$ cat config.mk
export PLATFORM = sky130hd
export DESIGN_NAME = mem_stage_flat
export DESIGN_NICKNAME = d
export VERILOG_FILES = /design/src/rtl/mem_stage_if.sv /design/src/rtl/mem_stage.sv /design/src/flat_wrapper.sv
export SDC_FILE = /design/constraint.sdc
export NUM_CORES = 1
export LEC_CHECK = 0
export CORE_AREA = 5 5 94 96
export DETAILED_ROUTE_END_ITERATION = 16
export DIE_AREA = 0 0 99 101
export PLACE_DENSITY = 0.81
export SYNTH_ARGS = -nofsm -noshare
export SYNTH_HDL_FRONTEND = slang
export SYNTH_SLANG_ARGS = --single-unit
$ cat constraint.sdc
create_clock -name clk -period 4.5 [get_ports clk]
set_input_delay 0.45 -clock clk [delete_from_list [all_inputs] [get_ports clk]]
set_output_delay 0.45 -clock clk [all_outputs]
set_load 0.02 [all_outputs]
$ cat src/rtl/mem_stage_if.sv
// mem_stage_if: data-memory port of the LC-3b MEM stage.
//   mem_address     16  word/byte address of the current request
//   mem_wdata       16  store data
//   mem_rdata       16  load data returned by memory
//   mem_read        1   read request strobe
//   mem_write       1   write request strobe
//   mem_byte_enable 2   [1] high byte, [0] low byte
//   mem_resp        1   one-cycle completion pulse from memory
// master = pipeline stage (issues requests), slave = memory model/controller.
interface mem_stage_if;
  logic [15:0] mem_address;
  logic [15:0] mem_wdata;
  logic [15:0] mem_rdata;
  logic        mem_read;
  logic        mem_write;
  logic [1:0]  mem_byte_enable;
  logic        mem_resp;

  modport master (
    output mem_address, mem_wdata, mem_read, mem_write, mem_byte_enable,
    input  mem_rdata, mem_resp
  );

  modport slave (
    input  mem_address, mem_wdata, mem_read, mem_write, mem_byte_enable,
    output mem_rdata, mem_resp
  );
endinterface

$ cat src/rtl/mem_stage.sv
// mem_stage: memory-access stage of the pipelined LC-3b core.
// Accepts one instruction from ir3, performs LDR/LDB/STR/STB/LDI/STI through
// the data-memory handshake, stalls upstream until the access completes, and
// drives the MEM/WB pipeline register.
// Ports:
//   clk, reset            clock, synchronous active-high reset
//   in_valid/in_op        ir3 valid and memory opcode (0 NONE..6 STI, 7 = NONE)
//   in_address/in_wdata   effective address and store data
//   in_aluresult          pass-through result for non-memory ops
//   in_drid/in_ld_reg/in_ld_cc  writeback destination and enables
//   mem                   data-memory port (mem_stage_if.master)
//   stall                 hold ir3 and everything upstream
//   wb_valid/wb_data/wb_drid/wb_ld_reg/wb_ld_cc  MEM/WB register
module mem_stage (
  input  logic              clk,
  input  logic              reset,
  input  logic              in_valid,
  input  logic [2:0]        in_op,
  input  logic [15:0]       in_address,
  input  logic [15:0]       in_wdata,
  input  logic [15:0]       in_aluresult,
  input  logic [2:0]        in_drid,
  input  logic              in_ld_reg,
  input  logic              in_ld_cc,
  mem_stage_if.master       mem,
  output logic              stall,
  output logic              wb_valid,
  output logic [15:0]       wb_data,
  output logic [2:0]        wb_drid,
  output logic              wb_ld_reg,
  output logic              wb_ld_cc
);

  localparam logic [2:0] OP_NONE = 3'd0;
  localparam logic [2:0] OP_LDR  = 3'd1;
  localparam logic [2:0] OP_LDB  = 3'd2;
  localparam logic [2:0] OP_STR  = 3'd3;
  localparam logic [2:0] OP_STB  = 3'd4;
  localparam logic [2:0] OP_LDI  = 3'd5;
  localparam logic [2:0] OP_STI  = 3'd6;
  localparam logic [2:0] OP_NOP7 = 3'd7;

  typedef enum logic [1:0] {
    IDLE  = 2'd0,
    IND   = 2'd1,
    FINAL = 2'd2
  } state_t;

  state_t      state_r, next_state_s;
  logic [2:0]  op_r;
  logic [15:0] addr_r;
  logic [15:0] wdata_r;
  logic [2:0]  drid_r;
  logic        ld_reg_r;
  logic        ld_cc_r;

  logic        is_memop_s;
  logic        stall_s;
  logic        read_s;
  logic        write_s;
  logic [1:0]  be_s;
  logic [15:0] maddr_s;
  logic [15:0] mwdata_s;
  logic [15:0] load_s;
  logic [7:0]  byte_s;

  // Opcode 7 behaves exactly like NONE.
  assign is_memop_s = (in_op != OP_NONE) && (in_op != OP_NOP7);

  // Next-state, stall and memory-request decode from state and latched fields.
  always_comb begin
    next_state_s = state_r;
    stall_s      = 1'b0;
    read_s       = 1'b0;
    write_s      = 1'b0;
    be_s         = 2'b00;
    maddr_s      = 16'h0000;
    mwdata_s     = 16'h0000;
    load_s       = 16'h0000;
    // addr[0] = 1 selects the high byte for LDB.
    byte_s       = addr_r[0] ? mem.mem_rdata[15:8] : mem.mem_rdata[7:0];
    case (state_r)
      IDLE: begin
        if (in_valid && is_memop_s) begin
          stall_s      = 1'b1;
          next_state_s = ((in_op == OP_LDI) || (in_op == OP_STI)) ? IND : FINAL;
        end else begin
          next_state_s = IDLE;
        end
      end
      IND: begin
        stall_s = 1'b1;
        read_s  = 1'b1;
        be_s    = 2'b11;
        maddr_s = {addr_r[15:1], 1'b0};
        if (mem.mem_resp) begin
          next_state_s = FINAL;
        end else begin
          next_state_s = IND;
        end
      end
      FINAL: begin
        // Stall drops in the response cycle so ir3 advances on that edge.
        stall_s      = ~mem.mem_resp;
        next_state_s = mem.mem_resp ? IDLE : FINAL;
        maddr_s      = {addr_r[15:1], 1'b0};
        case (op_r)
          OP_LDR, OP_LDI: begin
            read_s = 1'b1;
            be_s   = 2'b11;
            load_s = mem.mem_rdata;
          end
          OP_LDB: begin
            read_s = 1'b1;
            be_s   = 2'b11;
            load_s = {{8{byte_s[7]}}, byte_s};
          end
          OP_STR, OP_STI: begin
            write_s  = 1'b1;
            be_s     = 2'b11;
            mwdata_s = wdata_r;
            load_s   = wdata_r;
          end
          OP_STB: begin
            write_s  = 1'b1;
            be_s     = addr_r[0] ? 2'b10 : 2'b01;
            mwdata_s = {wdata_r[7:0], wdata_r[7:0]};
            load_s   = wdata_r;
          end
          default: begin
            load_s = wdata_r;
          end
        endcase
      end
      default: begin
        next_state_s = IDLE;
      end
    endcase
  end

  assign stall               = stall_s;
  assign mem.mem_read        = read_s;
  assign mem.mem_write       = write_s;
  assign mem.mem_byte_enable = be_s;
  assign mem.mem_address     = maddr_s;
  assign mem.mem_wdata       = mwdata_s;

  // State register, latched instruction fields and MEM/WB register.
  always_ff @(posedge clk) begin
    if (reset) begin
      state_r   <= IDLE;
      op_r      <= 3'd0;
      addr_r    <= 16'h0000;
      wdata_r   <= 16'h0000;
      drid_r    <= 3'd0;
      ld_reg_r  <= 1'b0;
      ld_cc_r   <= 1'b0;
      wb_valid  <= 1'b0;
      wb_data   <= 16'h0000;
      wb_drid   <= 3'd0;
      wb_ld_reg <= 1'b0;
      wb_ld_cc  <= 1'b0;
    end else begin
      state_r  <= next_state_s;
      wb_valid <= 1'b0;
      case (state_r)
        IDLE: begin
          if (in_valid && !is_memop_s) begin
            wb_valid  <= 1'b1;
            wb_data   <= in_aluresult;
            wb_drid   <= in_drid;
            wb_ld_reg <= in_ld_reg;
            wb_ld_cc  <= in_ld_cc;
          end else if (in_valid) begin
            op_r     <= in_op;
            addr_r   <= in_address;
            wdata_r  <= in_wdata;
            drid_r   <= in_drid;
            ld_reg_r <= in_ld_reg;
            ld_cc_r  <= in_ld_cc;
          end
        end
        IND: begin
          // Pointer read: the returned word becomes the data address.
          if (mem.mem_resp) begin
            addr_r <= mem.mem_rdata;
          end
        end
        FINAL: begin
          if (mem.mem_resp) begin
            wb_valid  <= 1'b1;
            wb_data   <= load_s;
            wb_drid   <= drid_r;
            wb_ld_reg <= ld_reg_r;
            wb_ld_cc  <= ld_cc_r;
          end
        end
        default: begin
          state_r <= IDLE;
        end
      endcase
    end
  end

endmodule
$ cat src/flat_wrapper.sv
// flat-port wrapper written by rule: the top's interface ports become plain ports
module mem_stage_flat 
  (clk, reset, in_valid, in_op, in_address, in_wdata, in_aluresult, in_drid, in_ld_reg, in_ld_cc, stall, wb_valid, wb_data, wb_drid, wb_ld_reg, wb_ld_cc, mem_mem_address, mem_mem_wdata, mem_mem_read, mem_mem_write, mem_mem_byte_enable, mem_mem_rdata, mem_mem_resp);
  mem_stage_if mem_i ();
  input  logic clk;
  input  logic reset;
  input  logic in_valid;
  input  logic [2:0] in_op;
  input  logic [15:0] in_address;
  input  logic [15:0] in_wdata;
  input  logic [15:0] in_aluresult;
  input  logic [2:0] in_drid;
  input  logic in_ld_reg;
  input  logic in_ld_cc;
  output logic stall;
  output logic wb_valid;
  output logic [15:0] wb_data;
  output logic [2:0] wb_drid;
  output logic wb_ld_reg;
  output logic wb_ld_cc;
  output wire logic [$bits(mem_i.mem_address)-1:0] mem_mem_address;
  output wire logic [$bits(mem_i.mem_wdata)-1:0] mem_mem_wdata;
  output wire logic [$bits(mem_i.mem_read)-1:0] mem_mem_read;
  output wire logic [$bits(mem_i.mem_write)-1:0] mem_mem_write;
  output wire logic [$bits(mem_i.mem_byte_enable)-1:0] mem_mem_byte_enable;
  input wire logic [$bits(mem_i.mem_rdata)-1:0] mem_mem_rdata;
  input wire logic [$bits(mem_i.mem_resp)-1:0] mem_mem_resp;
  assign mem_mem_address = mem_i.mem_address;
  assign mem_mem_wdata = mem_i.mem_wdata;
  assign mem_mem_read = mem_i.mem_read;
  assign mem_mem_write = mem_i.mem_write;
  assign mem_mem_byte_enable = mem_i.mem_byte_enable;
  assign mem_i.mem_rdata = mem_mem_rdata;
  assign mem_i.mem_resp = mem_mem_resp;
  mem_stage u_core (.clk(clk), .reset(reset), .in_valid(in_valid), .in_op(in_op), .in_address(in_address), .in_wdata(in_wdata), .in_aluresult(in_aluresult), .in_drid(in_drid), .in_ld_reg(in_ld_reg), .in_ld_cc(in_ld_cc), .mem(mem_i), .stall(stall), .wb_valid(wb_valid), .wb_data(wb_data), .wb_drid(wb_drid), .wb_ld_reg(wb_ld_reg), .wb_ld_cc(wb_ld_cc));
endmodule
==> impl_metrics.env <==
export IMPL_drt_initial_drc_count=283
export IMPL_coreArea_sq_mm=0.00797
export IMPL_drive_gt1_share_pct=6.48
export IMPL_powerDensity_mw_per_mm2=288
export IMPL_drc_errors=0
export IMPL_wirelength_um=11900
export IMPL_outcome="complete, no violations"
export IMPL_sw_frac_of_total_pct=31.1
export IMPL_worstSetupPathType="flip-flop to output pin"
export IMPL_worstHoldStart="u_core.ld_reg_r"
export IMPL_synthArstFlopShare_pct=0
export IMPL_worst_setup_path_start_kind="flip-flop"
export IMPL_clkTransAtPathRegs_ns=0.07
export IMPL_cp_max_fo=25
export IMPL_maxSlewViolCount=0
export IMPL_crit_arrival_ns=2.91
export IMPL_worstReg2RegStart="u_core.state_r[0]"
export IMPL_post_cts_buffers=0
export IMPL_pwr_share_seq_pct=43.6
export IMPL_fin_crit_sh_pct=74.6
export IMPL_reg_top3="u_core.addr_r (16), u_core.wb_data (16), u_core.wdata_r (16)"
export IMPL_ys_seq_elements=64
export IMPL_rr_worst_depth=7
export IMPL_ys_types=51
export IMPL_clock_fmax_ghz=0.298
export IMPL_clk_path_buf_depth=2
export IMPL_worstMarginPinSlew_ns=1.04
export IMPL_cts_root_buf="clkbuf_8"
export IMPL_syn_nets=558
export IMPL_cts_resized=0
export IMPL_grt_pass1_vias=3543
export IMPL_skew_ns=0.00902
export IMPL_worstHoldPathCells=2
export IMPL_clockPowerShare_pct=31.9
export IMPL_nNetsFinal=661
export IMPL_synth_edf_count=0
export IMPL_setup_violations=0
export IMPL_p_comb_share_pct=24.6
export IMPL_tns_ns=0
export IMPL_ys_warn_count=0
export IMPL_min_to="u_core.ld_reg_r"
export IMPL_antenna_found_initial=0
export IMPL_min_period_ns=3.36
export IMPL_min_path_type="flip-flop to flip-flop"
export IMPL_detail_route_antenna_nets=0
export IMPL_die_area_sq_mm=0.0100
export IMPL_firstDrtPassIters=6
export IMPL_dp_hpwl_um=8960
export IMPL_p_sw_uw=468
export IMPL_grt_overflow=0
export IMPL_clock_sinks=64
export IMPL_dp_slack_ns=1.14
export IMPL_cp_required_ns=4.05
export IMPL_grt_max_degree=51
export IMPL_cts_tree="built"
export IMPL_port_buffers=133
export IMPL_hold_viol_final=0
export IMPL_numCtsBuffers=9
export IMPL_dr_total_vias=3832
export IMPL_placementRows=33
export IMPL_cp_end_kind="output pin"
export IMPL_die_h_um=101
export IMPL_regToRegSetupSlack_ns=1.58
export IMPL_p_leak_uw=0.00184
export IMPL_layout_setup_ws_ns=1.14
export IMPL_synth_flop_cell="dfxtp_1"
export IMPL_reg2reg_to="u_core.wb_data[0]"
export IMPL_postCtsHoldBufs=0
export IMPL_clkLatencyLatePin_ns=0.35
export IMPL_grt_use_total_pct=23.1
export IMPL_fill_cells=696
export IMPL_n_antenna_cell=0
export IMPL_slew_headroom_pct=30.1
export IMPL_drv_cap=0
export IMPL_htree_levels=3
export IMPL_avgSynthCellArea_sq_um=7.83
export IMPL_rsz0062_at_grt="no"
export IMPL_ios=135
export IMPL_drt_vias_per_instance=5.55
export IMPL_synth_seq_area_share_pct=34.2
export IMPL_wl_per_cell_um=17.3
export IMPL_p_int_uw=1040
export IMPL_ir_drop_mv=0.214
export IMPL_die_w_um=99
export IMPL_place_congestion=0.897
export IMPL_area_growth_pct=39.5
export IMPL_syn_inst=478
export IMPL_initial_core_util_pct=47.0
export IMPL_syn_area_sq_mm=0.00374
export IMPL_grt_pass1_wl_um=18500
final cells by class:
| type | instances | area, sq um | share of cell area (%) |
|---|---|---|---|
| clock buffers | 12 | 165 | 3.16 |
| clock inverters | 4 | 27.5 | 0.527 |
| inverters | 10 | 37.5 | 0.719 |
| multi-input cells | 359 | 2220 | 42.6 |
| flip-flops and latches | 64 | 1280 | 24.5 |
| well taps | 105 | 131 | 2.52 |
| repair buffers | 137 | 1360 | 26.0 |
metal layers:
metal	track usage (%)	share of wire [%]	vias to the layer above
li1	-	-	1882
met1	30.5	43	1769
met2	37.6	48	165
met3	6.23	8.2	16
met4	5.88	1.4	0
met5	0	0	-
power by group through the flow:
| stage | Combinational (uW) | Sequential [uW] | Clock [uW] |
|---|---|---|---|
| final | 369 | 655 | 479 |
| after global routing | 400 | 661 | 515 |
| after CTS | 370 | 654 | 478 |
| after detailed placement | 368 | 667 | 0 |
| after global placement | 362 | 665 | 0 |
| after floorplan | 217 | 662 | 0 |
cell families (layout without fill, tap and decap cells):
group                      count (synthesis)  in the layout  share of synthesized area (%)
AOI/OAI and AO/OA                        134            134                           24.9
xor gates and xnor gates                   1              1                          0.234
adders and majority gates                  4              4                           1.34
buffers and inverters                     55            163                           6.58
DFF                                       64             64                           34.2
muxes                                     36             36                           9.63
other                                      1              1                          0.100
and+or+nand+nor                          183            183                           23.0
critical path, stage by stage (launching register included):
cell	delay, ns
dfxtp_1	0.78
or3b_1	0.74
nand2_1	0.17
a21oi_1	0.08
nor2b_1	0.14
clkdlybuf4s50_1	0.64
per-stage QoR:
| step | total power, uW | utilization (%) | std cells | hold WS, ns | instance area [sq um] |
|---|---|---|---|---|---|
| after floorplan | 878 | - | 478 | 0.436 | 3740 |
| final | 1500 | 65.5 | 691 | 0.458 | 5220 |
| after global placement | 1030 | 63.1 | 675 | 0.441 | 5030 |
| after global routing | 1580 | 65.5 | 691 | 0.472 | 5220 |
| after detailed placement | 1040 | 63.1 | 675 | 0.447 | 5030 |
| after CTS | 1500 | 65.5 | 691 | 0.458 | 5220 |
Yosys cell counts, drive strengths merged (2+ instances only):
library cell / count / share of area, %
dfxtp: 64 / 34
or2: 2 / 0.33
buf: 22 / 3.2
nor3: 11 / 1.6
o31ai: 5 / 1.4
nand3: 12 / 1.6
ha: 4 / 1.3
inv: 9 / 0.90
clkbuf: 23 / 2.3
nand2: 75 / 7.5
o21ai: 6 / 0.80
or3: 2 / 0.47
a21oi: 58 / 7.8
a31oi: 6 / 1.0
a31o: 4 / 0.94
nor2: 33 / 3.3
o32ai: 6 / 2.4
and2: 25 / 4.2
nand2b: 6 / 1.0
a41o: 5 / 1.3
o21a: 3 / 0.60
o221ai: 6 / 1.4
o22ai: 5 / 0.84
mux2i: 36 / 9.6
a21o: 2 / 0.40
a211oi: 22 / 4.5
nor2b: 13 / 2.2
how the worst max path moves through the flow:
| stage | start | end | cells past startpoint | slack, ns |
|---|---|---|---|---|
| floorplan | in_op[1] | stall | 6 | 2.23 |
| global placement | in_op[1] | stall | 5 | 1.14 |
| detailed placement | in_op[1] | stall | 5 | 1.14 |
| CTS | in_op[1] | stall | 5 | 1.14 |
| global route | u_core.op_r[1] | mem_mem_read | 5 | 0.99 |
| finish | u_core.op_r[1] | mem_mem_read | 5 | 1.14 |
layout by cell type (no fill, tap or decap), drive strengths merged, types with 9 or more instances in the layout:
cell type and count:
a211oi 22, a21oi 58, and2 25, clkbuf 12, clkdlybuf4s50 132, dfxtp 64
inv 9, mux2i 36, nand2 75, nand3 12, nor2 33, nor2b 13
nor3 11
(Power assumes the default switching activity.)
